`src/rtl/dma_bus_master.sv`:
```
// Single-channel longword block-copy DMA initiator for a 68030-style asynchronous bus.
// Owns the bus via BR/BG/BGACK, copies count longwords src -> dst, then releases.
module dma_bus_master #(
   parameter int unsigned TIMEOUT = 255,
   parameter logic [2:0]  FC_CODE = 3'b101
) (
   input  logic        clock,
   input  logic        reset,
   input  logic        start,
   input  logic [31:0] src_addr,
   input  logic [31:0] dst_addr,
   input  logic [15:0] count,
   output logic        busy,
   output logic        done,
   output logic        error,
   output logic        br,
   input  logic        bg,
   input  logic        bus_busy,
   output logic        bgack,
   output logic        bus_drive,
   output logic        data_drive,
   output logic [31:0] addr,
   input  logic [31:0] data_in,
   output logic [31:0] data_out,
   output logic        as,
   output logic        ds,
   output logic        rn_w,
   output logic [1:0]  siz,
   output logic [2:0]  fc,
   input  logic [1:0]  dsack,
   input  logic        berr
);

   // state     | meaning
   // S_IDLE    | waiting for start
   // S_REQ     | br asserted, waiting for bg with bus idle
   // S_GRANT   | bgack asserted, source address driven
   // S_RD_S    | read strobes asserted, waiting for termination
   // S_RD_E    | read strobes negated, waiting for dsack/berr release
   // S_WR_A    | write address/data setup clock
   // S_WR_S    | write strobes asserted, waiting for termination
   // S_WR_E    | write strobes negated, waiting for dsack/berr release
   // S_ABORT   | failed cycle, waiting for dsack/berr release
   // S_RELEASE | bus released, done pulse
   typedef enum logic [3:0] {
      S_IDLE, S_REQ, S_GRANT, S_RD_S, S_RD_E,
      S_WR_A, S_WR_S, S_WR_E, S_ABORT, S_RELEASE
   } state_t;

   localparam int TW = (TIMEOUT > 1) ? $clog2(TIMEOUT) : 1;
   localparam logic [TW-1:0] TMR_LOAD = TW'(TIMEOUT - 1);

   state_t        state_q, state_nx;
   logic [31:0]   src_q, src_nx, dst_q, dst_nx;
   logic [15:0]   rem_q, rem_nx;
   logic [31:0]   hold_q, hold_nx;
   logic [TW-1:0] tmr_q, tmr_nx;
   logic [31:0]   addr_q, addr_nx, data_out_q, data_out_nx;
   logic          busy_q, busy_nx, done_q, done_nx, error_q, error_nx;
   logic          br_q, br_nx, bgack_q, bgack_nx, data_drive_q, data_drive_nx;
   logic          as_q, as_nx, ds_q, ds_nx, rn_w_q, rn_w_nx;

   logic          bg_s1, bg_s2, bus_busy_s1, bus_busy_s2, berr_s1, berr_s2;
   logic [1:0]    dsack_s1, dsack_s2;
   logic          ack_ok, ack_bad, quiet, tmr_tc;

   always_ff @(posedge clock or posedge reset) begin
      if (reset) begin
         bg_s1       <= 1'b0;
         bg_s2       <= 1'b0;
         bus_busy_s1 <= 1'b0;
         bus_busy_s2 <= 1'b0;
         berr_s1     <= 1'b0;
         berr_s2     <= 1'b0;
         dsack_s1    <= 2'b00;
         dsack_s2    <= 2'b00;
      end else begin
         bg_s1       <= bg;
         bg_s2       <= bg_s1;
         bus_busy_s1 <= bus_busy;
         bus_busy_s2 <= bus_busy_s1;
         berr_s1     <= berr;
         berr_s2     <= berr_s1;
         dsack_s1    <= dsack;
         dsack_s2    <= dsack_s1;
      end
   end

   // berr overrides a simultaneous dsack; a single-bit dsack is a port-size mismatch
   assign ack_ok  = (dsack_s2 == 2'b11) && !berr_s2;
   assign ack_bad = berr_s2 || (dsack_s2 == 2'b01) || (dsack_s2 == 2'b10);
   assign quiet   = (dsack_s2 == 2'b00) && !berr_s2;
   assign tmr_tc  = (tmr_q == '0);

   always_comb begin
      state_nx      = state_q;
      src_nx        = src_q;
      dst_nx        = dst_q;
      rem_nx        = rem_q;
      hold_nx       = hold_q;
      tmr_nx        = tmr_q;
      addr_nx       = addr_q;
      data_out_nx   = data_out_q;
      busy_nx       = busy_q;
      done_nx       = 1'b0;
      error_nx      = error_q;
      br_nx         = br_q;
      bgack_nx      = bgack_q;
      data_drive_nx = data_drive_q;
      as_nx         = as_q;
      ds_nx         = ds_q;
      rn_w_nx       = rn_w_q;

      case (state_q)
         S_IDLE: begin
            if (start) begin
               error_nx = 1'b0;
               if (count == 16'd0) begin
                  done_nx = 1'b1;
               end else begin
                  src_nx   = src_addr & ~32'h3;
                  dst_nx   = dst_addr & ~32'h3;
                  rem_nx   = count;
                  busy_nx  = 1'b1;
                  br_nx    = 1'b1;
                  state_nx = S_REQ;
               end
            end
         end
         S_REQ: begin
            if (bg_s2 && !bus_busy_s2) begin
               br_nx    = 1'b0;
               bgack_nx = 1'b1;
               addr_nx  = src_q;
               state_nx = S_GRANT;
            end
         end
         S_GRANT: begin
            rn_w_nx  = 1'b1;
            as_nx    = 1'b1;
            ds_nx    = 1'b1;
            tmr_nx   = TMR_LOAD;
            state_nx = S_RD_S;
         end
         S_RD_S, S_WR_S: begin
            if (ack_bad || (!ack_ok && tmr_tc)) begin
               error_nx      = 1'b1;
               as_nx         = 1'b0;
               ds_nx         = 1'b0;
               data_drive_nx = 1'b0;
               state_nx      = S_ABORT;
            end else if (ack_ok) begin
               as_nx = 1'b0;
               ds_nx = 1'b0;
               if (state_q == S_RD_S) begin
                  hold_nx  = data_in;
                  state_nx = S_RD_E;
               end else begin
                  state_nx = S_WR_E;
               end
            end else begin
               tmr_nx = tmr_q - 1'b1;
            end
         end
         S_RD_E: begin
            if (quiet) begin
               addr_nx       = dst_q;
               rn_w_nx       = 1'b0;
               data_out_nx   = hold_q;
               data_drive_nx = 1'b1;
               state_nx      = S_WR_A;
            end
         end
         S_WR_A: begin
            as_nx    = 1'b1;
            ds_nx    = 1'b1;
            tmr_nx   = TMR_LOAD;
            state_nx = S_WR_S;
         end
         S_WR_E: begin
            if (quiet) begin
               data_drive_nx = 1'b0;
               rn_w_nx       = 1'b1;
               src_nx        = src_q + 32'd4;
               dst_nx        = dst_q + 32'd4;
               rem_nx        = rem_q - 16'd1;
               if (rem_q == 16'd1) begin
                  bgack_nx = 1'b0;
                  busy_nx  = 1'b0;
                  done_nx  = 1'b1;
                  state_nx = S_RELEASE;
               end else begin
                  addr_nx  = src_q + 32'd4;
                  as_nx    = 1'b1;
                  ds_nx    = 1'b1;
                  tmr_nx   = TMR_LOAD;
                  state_nx = S_RD_S;
               end
            end
         end
         S_ABORT: begin
            if (quiet) begin
               bgack_nx      = 1'b0;
               busy_nx       = 1'b0;
               done_nx       = 1'b1;
               rn_w_nx       = 1'b1;
               data_drive_nx = 1'b0;
               state_nx      = S_RELEASE;
            end
         end
         S_RELEASE: begin
            state_nx = S_IDLE;
         end
         default: begin
            state_nx = S_IDLE;
         end
      endcase
   end

   always_ff @(posedge clock or posedge reset) begin
      if (reset) begin
         state_q      <= S_IDLE;
         src_q        <= '0;
         dst_q        <= '0;
         rem_q        <= '0;
         hold_q       <= '0;
         tmr_q        <= '0;
         addr_q       <= '0;
         data_out_q   <= '0;
         busy_q       <= 1'b0;
         done_q       <= 1'b0;
         error_q      <= 1'b0;
         br_q         <= 1'b0;
         bgack_q      <= 1'b0;
         data_drive_q <= 1'b0;
         as_q         <= 1'b0;
         ds_q         <= 1'b0;
         rn_w_q       <= 1'b1;
      end else begin
         state_q      <= state_nx;
         src_q        <= src_nx;
         dst_q        <= dst_nx;
         rem_q        <= rem_nx;
         hold_q       <= hold_nx;
         tmr_q        <= tmr_nx;
         addr_q       <= addr_nx;
         data_out_q   <= data_out_nx;
         busy_q       <= busy_nx;
         done_q       <= done_nx;
         error_q      <= error_nx;
         br_q         <= br_nx;
         bgack_q      <= bgack_nx;
         data_drive_q <= data_drive_nx;
         as_q         <= as_nx;
         ds_q         <= ds_nx;
         rn_w_q       <= rn_w_nx;
      end
   end

   assign busy       = busy_q;
   assign done       = done_q;
   assign error      = error_q;
   assign br         = br_q;
   assign bgack      = bgack_q;
   assign bus_drive  = bgack_q;
   assign data_drive = data_drive_q;
   assign addr       = addr_q;
   assign data_out   = data_out_q;
   assign as         = as_q;
   assign ds         = ds_q;
   assign rn_w       = rn_w_q;
   assign siz        = 2'b00;
   assign fc         = bgack_q ? FC_CODE : 3'b000;

endmodule

```
`config.mk`:
```
export PLATFORM = sky130hd
export DESIGN_NAME = dma_bus_master
export DESIGN_NICKNAME = d
export VERILOG_FILES = /design/src/rtl/dma_bus_master.sv
export SDC_FILE = /design/constraint.sdc
export NUM_CORES = 1
export LEC_CHECK = 0
export BUFFER_PORTS_ARGS = -buffer_cell sky130_fd_sc_hd__buf_2
export CAP_MARGIN = 10
export CELL_PAD_IN_SITES_DETAIL_PLACEMENT = 1
export CELL_PAD_IN_SITES_GLOBAL_PLACEMENT = 2
export CORE_ASPECT_RATIO = 1.75
export CORE_MARGIN = 2
export CORE_UTILIZATION = 39
export CTS_BUF_LIST = sky130_fd_sc_hd__clkbuf_8
export CTS_CLUSTER_DIAMETER = 60
export DETAILED_ROUTE_END_ITERATION = 10
export PLACE_DENSITY_LB_ADDON = 0.05
export SLEW_MARGIN = 30
export SYNTH_ARGS = -nofsm -noshare
export SYNTH_HDL_FRONTEND = slang
export SYNTH_SLANG_ARGS = --single-unit
export TNS_END_PERCENT = 30
```
`constraint.sdc`:
```
create_clock -name clock -period 13.6 [get_ports clock]
set_input_delay 2.72 -clock clock [delete_from_list [all_inputs] [get_ports clock]]
set_output_delay 2.72 -clock clock [all_outputs]
set_load 0.01 [all_outputs]
```
==> results.md, run 1 <==
- EDFF count, synth: 0
- Power consumption: around 2.8 mW
- Synth Register Bits: 201
- Antenna violations before repair: 2
- Unrepaired setup endpoints after global routing: false
- Netlist area before placement: around 0.011 sq mm
- Die extent in y: 227 um
- Run status: finished clean
- Worst Clk Skew: around 0.021 ns
- Number of ports placed on the die boundary: a little under 200
- Met2 GRT Util: a little under half
- Async S/R FF share, synth: between 90% and 100%
- Setup-failing EPs final: 0
- Port buffer count: 191
- Worst Hold Slack: 0.356 ns
- Post-layout util: 46.2%
- Final sum of negative setup slack: 0 ns
- GRT busiest layer: met2
- Switching Fraction: 41.2%
- Total Routing Usage GR: 25.6%
- Worst Max-Slew Pin Slew: 0.941 ns
- Number of warnings printed during yosys synthesis: 0
- Part of the Yosys area used for sequential elements: 45.4%
- Clock-pin transition on the worst setup and hold timing paths: 0.06 ns
- Insertion delay of the later-clocked pin in the worst-skew pair: 0.55 ns
- Weighted congestion reported at the end of routability-driven placement: 0.853
- Reported leakage power: 5.70 nW
- Synthesized area per cell: between 9 and 10 sq um
- Crit path max fanout: 55
- Required arrival time at the worst endpoint: 13.97 ns
- Internal: ~1.7 mW
- Post_cts resized: 0
- Timing-limited maximum frequency: just under 200 MHz
- Clock Tree Root: clkbuf_8
- Std-Cell Core Area: 0.0280 sq mm
- Leftover overflow at the end of global routing: 0
- Post-route fraction of the period consumed by the critical path: 37.9%
- Minimum period implied by the final worst setup slack: 5.15 ns
- Arr. time, crit path: 5.52 ns
- Net switching power of the design: 1.16 mW
- Antenna Violating Nets Remaining: 0
- Clock net sink count: 201
- Most frequently used flop master after synthesis: dfrtp_1
- Combinational group share of total power: 37.8%
- Maximum number of pins on one net before global-route repair: 83
- Startpoint type of the worst setup path: input port
- Die outline width: 131 um
- Worst max-slew margin expressed relative to the limit: between 30% and 40%
- Global-route wire length before repair: 59900 um
- Share of layout cells above drive strength 1: 26.0%
- Number of cell rows: 81
- Setup Fix Bufs, Post-CTS: 0
- Hold buffers post-CTS: 0
- Final slew viol count: 0
- Number of buffers created by CTS: 35
- Sequential group share of total power: 41.3%
- FILL cells: around 3300
- Nets: 1407
- Estimated wirelength of the detail-placed design: 26700 um
- Routed Wire Length: 38000 um
- Wire per inst: approximately 23 um
- Area of the die: between 0.02 and 0.03 sq mm
- DRC errors left: 0
- Layout overhead on the synthesized area: 16.6%
- Classification of the worst setup path: in -> reg
- Instance count of the mapped netlist: between 1000 and 1500
- DRC marker count from the first detailed-route iteration: 485
- GR Util met1: 28.2%
- Final hold vios: 0
- Hold/Removal Path Class: reg -> reg
- H-tree depth: 2
- Clock tree buffer depth: 3
- Drt first pass iters: 4
- Vias per std cell: 5.89
- Power Density: approximately 220 mW/mm^2
- Clock tree from TritonCTS: built
- Max-capacitance violation count: 0
- Peak supply drop: 0.100 mV
- Kind of end point of the critical path: flop
- Met3 usage in global routing: 4.23%
- Effective utilization at floorplan: between 30% and 40%
- Clock network fraction of design power: 20.9%
- Synth cell types: 78
- Via count of the first global-routing pass: 10400
- Via count: 9898
[sequential cells by signal, summed over array words and instances (netlist names), 2 cells and up]
| register | cells |
|---|---|
| data_out | 32 |
| hold_q | 32 |
| addr | 31 |
| dst_q | 30 |
| src_q | 30 |
| rem_q | 16 |
| tmr_q | 8 |
| state_q | 4 |
| dsack_s1 | 2 |
| dsack_s2 | 2 |
[worst paths after layout]
check	end	from	slack [ns]	cells after the start
setup reg to reg	addr[19]$_DFFE_PP0P_	state_q[1]$_DFFE_PP0P_	9.94	6
min in group asynchronous	done$_DFF_PP0_	reset	2.22	2
setup / recovery	src_q[26]$_DFFE_PP0P_	count[14]	8.45	7
hold reg to reg	bg_s2$_DFF_PP0_	bg_s1$_DFF_PP0_	0.36	0
max in group asynchronous	hold_q[26]$_DFFE_PP0P_	reset	10.05	3
hold / removal	bg_s2$_DFF_PP0_	bg_s1$_DFF_PP0_	0.36	0
[worst max-delay path: stages]
cell and delay (ns):
buf_2 0.11, nor4_1 0.59, a41oi_1 0.40, o21ai_4 0.77
buf_4 0.64, a21oi_1 0.09, a2bb2oi_1 0.16
[cells in the final DEF (no fill, tap or decap), types with 7 or more instances in the layout]
cell type  synthesis  layout
dfrtp_1          200     200
buf_2             33     191
nand2_1           90      90
a21oi_1           88      88
nor2_1            67      67
o21ai_0           64      64
nand3_1           48      48
clkbuf_8           0      43
mux2_2            37      37
mux2_1            30      30
inv_1             17      28
nor3_1            26      26
a2bb2oi_1         24      24
a31oi_1           24      24
nand4_1           24      24
and3_1            21      21
o22ai_1           21      21
mux2_4            18      18
and4_1            16      16
nor4_1            15      14
o22a_1            14      14
buf_4              9      13
a21o_1            12      12
and2_1            11      11
a221o_1           11      11
or3_1             10      10
a22oi_1           10      10
a22o_1             8       8
o31ai_1            7       7
[cells in the mapped netlist, types with 12 or more instances]
master	n	area, sq um
a21o_1	12	90.1
a2bb2oi_1	24	210
nor3_1	26	130
nand2_1	90	338
a21oi_1	88	440
nand3_1	48	240
and4_1	16	140
dfrtp_1	200	5000
o22a_1	14	123
mux2_4	18	270
nor2_1	67	251
mux2_2	37	417
o21ai_0	64	320
mux2_1	30	338
nand4_1	24	150
a31oi_1	24	150
buf_2	33	165
o22ai_1	21	131
nor4_1	15	93.8
and3_1	21	131
clkbuf_1	46	173
inv_1	17	63.8
[per-stage QoR]
stage          cells  worst slack (ns)  area (sq um)
2_1_floorplan   1139              5.40         11100
3_3_place_gp    1617              7.91         12200
3_5_place_dp    1617              7.89         12200
4_1_cts         1679              8.50         12900
5_1_grt         1681              8.21         12900
6_report        1681              8.45         12900
[layout make-up]
cell class	count	area [sq um]	share of cell area, %
multi-input cells	822	5580	43.1
flip-flops and latches	201	5030	38.9
repair buffers	204	1050	8.15
clock buffers	43	592	4.58
well taps	373	467	3.61
clock inverters	19	130	1.01
inverters	17	71.3	0.552
diodes	2	5.00	0.0387
[cell families after synthesis]
group | Yosys count | share of synthesized area (%)
flops | 201 | 45.4
mux | 88 | 9.51
fa+ha+maj | 6 | 0.677
buf+inv | 116 | 4.94
simple gates | 377 | 18.5
other cells | 1 | 0.0338
compound gates | 348 | 21.0
[per-layer routing]
layer	vias to the layer above	share of wire, %
met5	-	0
met4	0	4.3
met3	75	4.0
met2	221	53
met1	5038	39
li1	4564	-
[power by group through the flow]
stage / Clock, mW / Combinational, mW / Sequential, mW
2_1_floorplan: 0 / 0.772 / 1.06
3_3_place_gp: 0 / 1.04 / 1.15
3_5_place_dp: 0 / 1.07 / 1.17
4_1_cts: 0.607 / 1.07 / 1.16
5_1_grt: 0.626 / 1.18 / 1.20
6_report: 0.587 / 1.06 / 1.16
No activity file was read; power rests on OpenSTA's default activity.
==> run 2: changes to the inputs <==
--- a/config.mk
+++ b/config.mk
@@ -11,7 +11,7 @@
 export CELL_PAD_IN_SITES_GLOBAL_PLACEMENT = 2
 export CORE_ASPECT_RATIO = 1.75
 export CORE_MARGIN = 2
-export CORE_UTILIZATION = 39
+export CORE_UTILIZATION = 33
 export CTS_BUF_LIST = sky130_fd_sc_hd__clkbuf_8
 export CTS_CLUSTER_DIAMETER = 60
 export DETAILED_ROUTE_END_ITERATION = 10
==> constraint.sdc (replaced) <==
create_clock -name clock -period 4.4 [get_ports clock]
set_input_delay 0.88 -clock clock [delete_from_list [all_inputs] [get_ports clock]]
set_output_delay 0.88 -clock clock [all_outputs]
set_load 0.01 [all_outputs]
==> results.md, run 2 (synthesis results as in run 1) <==
- Clock-pin transition on the worst setup and hold timing paths: 0.06 ns (about the same)
- Die outline width: 143 um (was 131 um)
- Most frequent standard cell in the layout excluding fill and tap cells: dfrtp_1 (unchanged)
- Minimum period implied by the final worst setup slack: between 3 and 4 ns
- Drt first pass iters: 5 (was 4)
- Final sum of negative setup slack: 0 ns (unchanged)
- Number of cells on the worst reg-to-reg path: 5 (was 6)
- Crit path max fanout: 87 (was 55)
- Classification of the worst setup path: reg -> reg (was in -> reg)
- Effective utilization at floorplan: 33.6% (was 39.6%)
- Setup-failing EPs final: 0 (unchanged)
- Clock tree buffer depth: 3 (unchanged)
- Vias per std cell: 5.75 (was 5.89)
- Power consumption: 9.02 mW (was 2.81 mW)
- Post-route fraction of the period consumed by the critical path: a little under three quarters
- Weighted congestion reported at the end of routability-driven placement: 0.803 (was 0.853)
- Timing-limited maximum frequency: around 320 MHz
- H-tree depth: 2 (unchanged)
- DRC errors left: 0 (unchanged)
- Die extent in y: 246 um (was 227 um)
- Hold/Removal Path Class: in -> async (was reg -> reg)
- Via count: 9899 (was 9898)
- DRC marker count from the first detailed-route iteration: 410 (was 485)
- Std-Cell Core Area: 0.0330 sq mm (was 0.0280 sq mm)
- Area of all placed cells without fillers: 0.0132 sq mm (was 0.0129 sq mm)
- Max-capacitance violation count: 0 (unchanged)
- Wire per inst: 23.3 um (was 22.6 um)
- Worst max-slew margin expressed relative to the limit: 41.1% (was 37.2%)
- Final hold vios: 0 (unchanged)
- Peak supply drop: 0.300 mV (was 0.100 mV)
- Reported leakage power: 5.77 nW (was 5.70 nW)
- Final slew viol count: 0 (unchanged)
- Post_cts resized: 0 (unchanged)
- Required arrival time at the worst endpoint: 4.82 ns (was 13.97 ns)
- Most frequent cells in the layout: 200 x dfrtp_1, 191 x buf_2, 90 x nand2_1 (unchanged)
- Port buffer count: 191 (unchanged)
- Routed Wire Length: 40000 um (was 38000 um)
- Hold buffers post-CTS: 0 (unchanged)
- Number of buffers created by CTS: 37 (was 35)
- Antenna violations before repair: 4 (was 2)
- Insertion delay of the later-clocked pin in the worst-skew pair: 0.56 ns (was 0.55 ns)
- Estimated wirelength of the detail-placed design: 28800 um (was 26700 um)
- Antenna Violating Nets Remaining: 0 (unchanged)
- Share of layout cells above drive strength 1: 26.9% (was 26.0%)
- Worst Clk Skew: 0.0195 ns (was 0.0210 ns)
- Unrepaired setup endpoints after global routing: false (unchanged)
- Number of cell rows: 88 (was 81)
- Run status: finished clean (unchanged)
- Clock net sink count: 201 (unchanged)
- Kind of end point of the critical path: flop (unchanged)
- Power Density: 685 mW/mm^2 (was 217 mW/mm^2)
- Arr. time, crit path: 3.55 ns (was 5.52 ns)
- Startpoint type of the worst setup path: flop (was input port)
- Setup Fix Bufs, Post-CTS: 0 (unchanged)
- Maximum number of pins on one net before global-route repair: 88 (was 83)
- Worst Max-Slew Pin Slew: 0.884 ns (was 0.941 ns)
- Number of ports placed on the die boundary: 199 (unchanged)
- Via count of the first global-routing pass: 10600 (was 10400)
- Total Routing Usage GR: 23.0% (was 25.6%)
- Global-route wire length before repair: 62200 um (was 59900 um)
- Clock Tree Root: clkbuf_8 (unchanged)
- Cell area reported after detailed placement: 0.0123 sq mm (was 0.0122 sq mm)
- FILL cells: 3828 (was 3268)
- Clock tree from TritonCTS: built (unchanged)
- Nets: 1416 (was 1407)
- Leftover overflow at the end of global routing: 0 (unchanged)
- Area of the die: 0.0351 sq mm (was 0.0298 sq mm)
- Layout overhead on the synthesized area: 18.8% (was 16.6%)
run 2: metrics by stage:
step	instances	utilization, %	worst slack (ns)	hold slack [ns]
5_1_grt	1721	39.9	1.06	0.301
3_3_place_gp	1656	37.3	1.19	0.335
6_report	1721	39.9	1.27	0.298
3_5_place_dp	1656	37.3	1.20	0.336
4_1_cts	1720	39.8	1.28	0.280
2_1_floorplan	1139	-	0.918	0.331
run 2: critical path: stages (launching register included):
cell and delay, ns:
dfrtp_1 0.80, and4b_4 0.64, buf_4 0.77, nand4_1 0.40, o22ai_1 0.24, a2bb2oi_1 0.09
run 2: per-layer routing:
metal  vias to the layer above  global-route usage [%]  part of all wire, %
li1                       4582                       -                    -
met1                      5000                    25.4                   38
met2                       239                    41.9                   52
met3                        76                    4.00                  4.5
met4                         2                    11.3                  5.1
met5                         -                       0                0.032
run 2: report_power, final:
| group | switching, mW | internal (mW) |
|---|---|---|
| sequential | 0.950 | 2.64 |
| clock | 0.875 | 1.19 |
| combinational | 1.84 | 1.52 |
run 2: path summary, 6_finish.rpt:
path	from	endpoint	slack (ns)
worst min register to register	bg_s1$_DFF_PP0_	bg_s2$_DFF_PP0_	0.35
worst min-delay path	reset	bus_busy_s2$_DFF_PP0_	0.30
min in group clock	bg_s1$_DFF_PP0_	bg_s2$_DFF_PP0_	0.35
max in group asynchronous	reset	data_out[16]$_DFFE_PP0P_	3.26
worst max-delay path	state_q[2]$_DFFE_PP0P_	dst_q[29]$_DFFE_PP0P_	1.27
worst max register to register	state_q[2]$_DFFE_PP0P_	dst_q[29]$_DFFE_PP0P_	1.27
run 2: area by class of cell:
class,instances,area [sq um],area share (%)
multi-input cells,822,5570,42.3
flip-flops and latches,201,5030,38.2
repair buffers,211,1170,8.88
clock buffers,43,592,4.49
well taps,405,507,3.85
clock inverters,21,229,1.74
inverters,17,67.6,0.513
diodes,1,2.50,0.0190
==> run 3: changes to the inputs <==
==> constraint.sdc (replaced) <==
create_clock -name clock -period 2.61 [get_ports clock]
set_input_delay 0.522 -clock clock [delete_from_list [all_inputs] [get_ports clock]]
set_output_delay 0.522 -clock clock [all_outputs]
set_load 0.01 [all_outputs]
==> results.md, run 3 (synthesis results as in run 1) <==
- Weighted congestion reported at the end of routability-driven placement: 0.834 (was 0.803)
- Run status: finished clean (unchanged)
- Worst Max-Slew Pin Slew: 0.611 ns (was 0.884 ns)
- Port buffer count: 191 (unchanged)
- Most frequent cells in the layout: 199 x dfrtp_1, 191 x buf_2, 90 x nand2_1 (was 200 x dfrtp_1, 191 x buf_2, 90 x nand2_1)
- Clock tree buffer depth: 3 (unchanged)
- Total Routing Usage GR: 23.5% (was 23.0%)
- End of the worst register-to-register path: addr[27]$_DFFE_PP0P_ (was dst_q[29]$_DFFE_PP0P_)
- Filler-free cell count of the finished design: 1791 (was 1721)
- GRT busiest layer: met2 (unchanged)
- Timing-limited maximum frequency: 408 MHz (was 320 MHz)
- Internal: 8.96 mW (was 5.35 mW)
- Minimum period implied by the final worst setup slack: 2.45 ns (was 3.13 ns)
- GR Util met1: 25.4% (about the same)
- Number of buffers created by CTS: 37 (unchanged)
- Worst R2R Start: state_q[0]$_DFFE_PP0P_ (was state_q[2]$_DFFE_PP0P_)
- Sequential group share of total power: 39.2% (was 39.8%)
- Power Density: 1110 mW/mm^2 (was 685 mW/mm^2)
- Routed Wire Length: 41000 um (was 40000 um)
- Net switching power of the design: 6.20 mW (was 3.66 mW)
- DRC marker count from the first detailed-route iteration: 343 (was 410)
- Antenna Violating Nets Remaining: 0 (unchanged)
- DRC errors left: 0 (unchanged)
- Hold/Removal Path Class: in -> async (unchanged)
- Layout overhead on the synthesized area: 22.9% (was 18.8%)
- Final hold vios: 0 (unchanged)
- Share of layout cells above drive strength 1: 30.2% (was 26.9%)
- Switching Fraction: 40.9% (was 40.6%)
- Peak supply drop: 0.498 mV (was 0.300 mV)
- Estimated wirelength of the detail-placed design: 30700 um (was 28800 um)
- Required arrival time at the worst endpoint: 3.04 ns (was 4.82 ns)
- Crit-path leading delay family: simple AND/OR/NAND/NOR gates (unchanged)
- Cells traversed along the worst timing path: buf_4, or4b_1, buf_4, nand2_1, a31oi_1, a221o_1, mux2_4 (was and4b_4, buf_4, nand4_1, o22ai_1, a2bb2oi_1)
- Most frequent standard cell in the layout excluding fill and tap cells: dfrtp_1 (unchanged)
- Worst Clk Skew: 0.0264 ns (was 0.0195 ns)
- Setup Fix Bufs, Post-CTS: 0 (unchanged)
- CP bufs+invs: 2 (was 1)
- Crit path largest cell delay: 0.65 ns (was 0.80 ns)
- Via count: 10100 (was 9899)
- Number of cell rows: 88 (unchanged)
- H-tree depth: 2 (unchanged)
- Crit path max fanout: 9 (was 87)
- Met2 GRT Util: 43.6% (was 41.9%)
- Vias per std cell: 5.62 (was 5.75)
- Arr. time, crit path: 2.88 ns (was 3.55 ns)
- Number of ports placed on the die boundary: 199 (unchanged)
- Die extent in y: 246 um (unchanged)
- Clock net sink count: 201 (unchanged)
- Clock network fraction of design power: 19.8% (was 22.9%)
- Max-capacitance violation count: 0 (unchanged)
- Slowest cell on crit path: or4b_1 (was dfrtp_1)
- Cell area reported after detailed placement: 0.0129 sq mm (was 0.0123 sq mm)
- Classification of the worst setup path: reg -> reg (unchanged)
- Clock-pin transition on the worst setup and hold timing paths: 0.06 ns (about the same)
- Most repeated library cell on the critical path: buf_4
- Combinational group share of total power: 41.0% (was 37.3%)
- Via count of the first global-routing pass: 10900 (was 10600)
- Setup-failing EPs final: 0 (unchanged)
- Final sum of negative setup slack: 0 ns (unchanged)
- R2R setup slack: 0.16 ns (was 1.27 ns)
- Std-Cell Core Area: 0.0330 sq mm (unchanged)
- Hold buffers post-CTS: 0 (unchanged)
- Antenna violations before repair: 3 (was 4)
- Clock Tree Root: clkbuf_8 (unchanged)
- Reported leakage power: 6.10 nW (was 5.77 nW)
- Maximum number of pins on one net before global-route repair: 83 (was 88)
- Wire per inst: 22.9 um (was 23.3 um)
- Worst max-slew margin expressed relative to the limit: 58.7% (was 41.1%)
- Final slew viol count: 0 (unchanged)
- Post-route fraction of the period consumed by the critical path: 93.8% (was 71.1%)
- Global-route wire length before repair: 63100 um (was 62200 um)
- Kind of end point of the critical path: flop (unchanged)
- Unrepaired setup endpoints after global routing: false (unchanged)
- Insertion delay of the later-clocked pin in the worst-skew pair: 0.56 ns (about the same)
- Startpoint type of the worst setup path: flop (unchanged)
- Area of the die: 0.0351 sq mm (unchanged)
- Effective utilization at floorplan: 33.6% (unchanged)
- Met3 usage in global routing: 3.85% (was 4.00%)
- Number of cells on the worst reg-to-reg path: 7 (was 5)
- Area of all placed cells without fillers: 0.0136 sq mm (was 0.0132 sq mm)
- Leftover overflow at the end of global routing: 0 (unchanged)
- Clock tree from TritonCTS: built (unchanged)
- Die outline width: 143 um (unchanged)
- Post-layout util: 41.3% (was 39.9%)
- Nets: 1485 (was 1416)
- Number of cells in the design after placement: 1725 (was 1656)
- Drt first pass iters: 4 (was 5)
run 3: what timing repair did:
action / 4_1_cts / 5_1_grt
gates resized for setup: 0 / 2
setup endpoints to repair: 0 / 3
endpoints found under the hold margin: 0 / 0
run 3: metrics by stage:
step	total power, mW	hold WS (ns)	setup WS [ns]
floorplan	9.57	0.331	-0.514
global placement	12.1	0.338	0.0353
detailed placement	12.3	0.340	0.0396
CTS	15.4	0.00553	0.0264
global route	16.3	0.0313	0.0106
finish	15.2	0.0278	0.161
run 3: cell type report:
| cell class | count | area (sq um) |
|---|---|---|
| inverter | 17 | 67.6 |
| clock buffer | 47 | 647 |
| tap | 405 | 507 |
| timing repair buffer | 280 | 1740 |
| clock inverter | 17 | 73.8 |
| antenna | 2 | 5.00 |
| sequential | 201 | 5030 |
| fill | 3865 | 19400 |
| multi-input combinational | 822 | 5560 |
run 3: power by group through the flow:
stage	clock network [mW]	registers (mW)	logic, mW
CTS	3.13	5.95	6.31
floorplan	0	5.55	4.02
global placement	0	5.93	6.17
detailed placement	0	5.99	6.28
finish	3.00	5.94	6.22
global route	3.25	6.15	6.87
run 3: worst max path at each step:
stage / start / slack (ns) / depth (start not counted) / endpoint
2_1_floorplan: reset / -0.51 / 1 / addr[10]$_DFFE_PP0P_
3_3_place_gp: state_q[0]$_DFFE_PP0P_ / 0.04 / 8 / addr[14]$_DFFE_PP0P_
3_5_place_dp: state_q[0]$_DFFE_PP0P_ / 0.04 / 8 / addr[14]$_DFFE_PP0P_
4_1_cts: state_q[0]$_DFFE_PP0P_ / 0.03 / 8 / addr[14]$_DFFE_PP0P_
5_1_grt: tmr_q[0]$_DFFE_PP0P_ / 0.01 / 8 / hold_q[30]$_DFFE_PP0P_
6_report: state_q[0]$_DFFE_PP0P_ / 0.16 / 7 / addr[27]$_DFFE_PP0P_
run 3: layer usage:
layer / routed length [um] / share of wire (%)
met2: 21900 / 53
met3: 1630 / 4.0
met5: 0 / 0
met4: 1910 / 4.7
met1: 15600 / 38
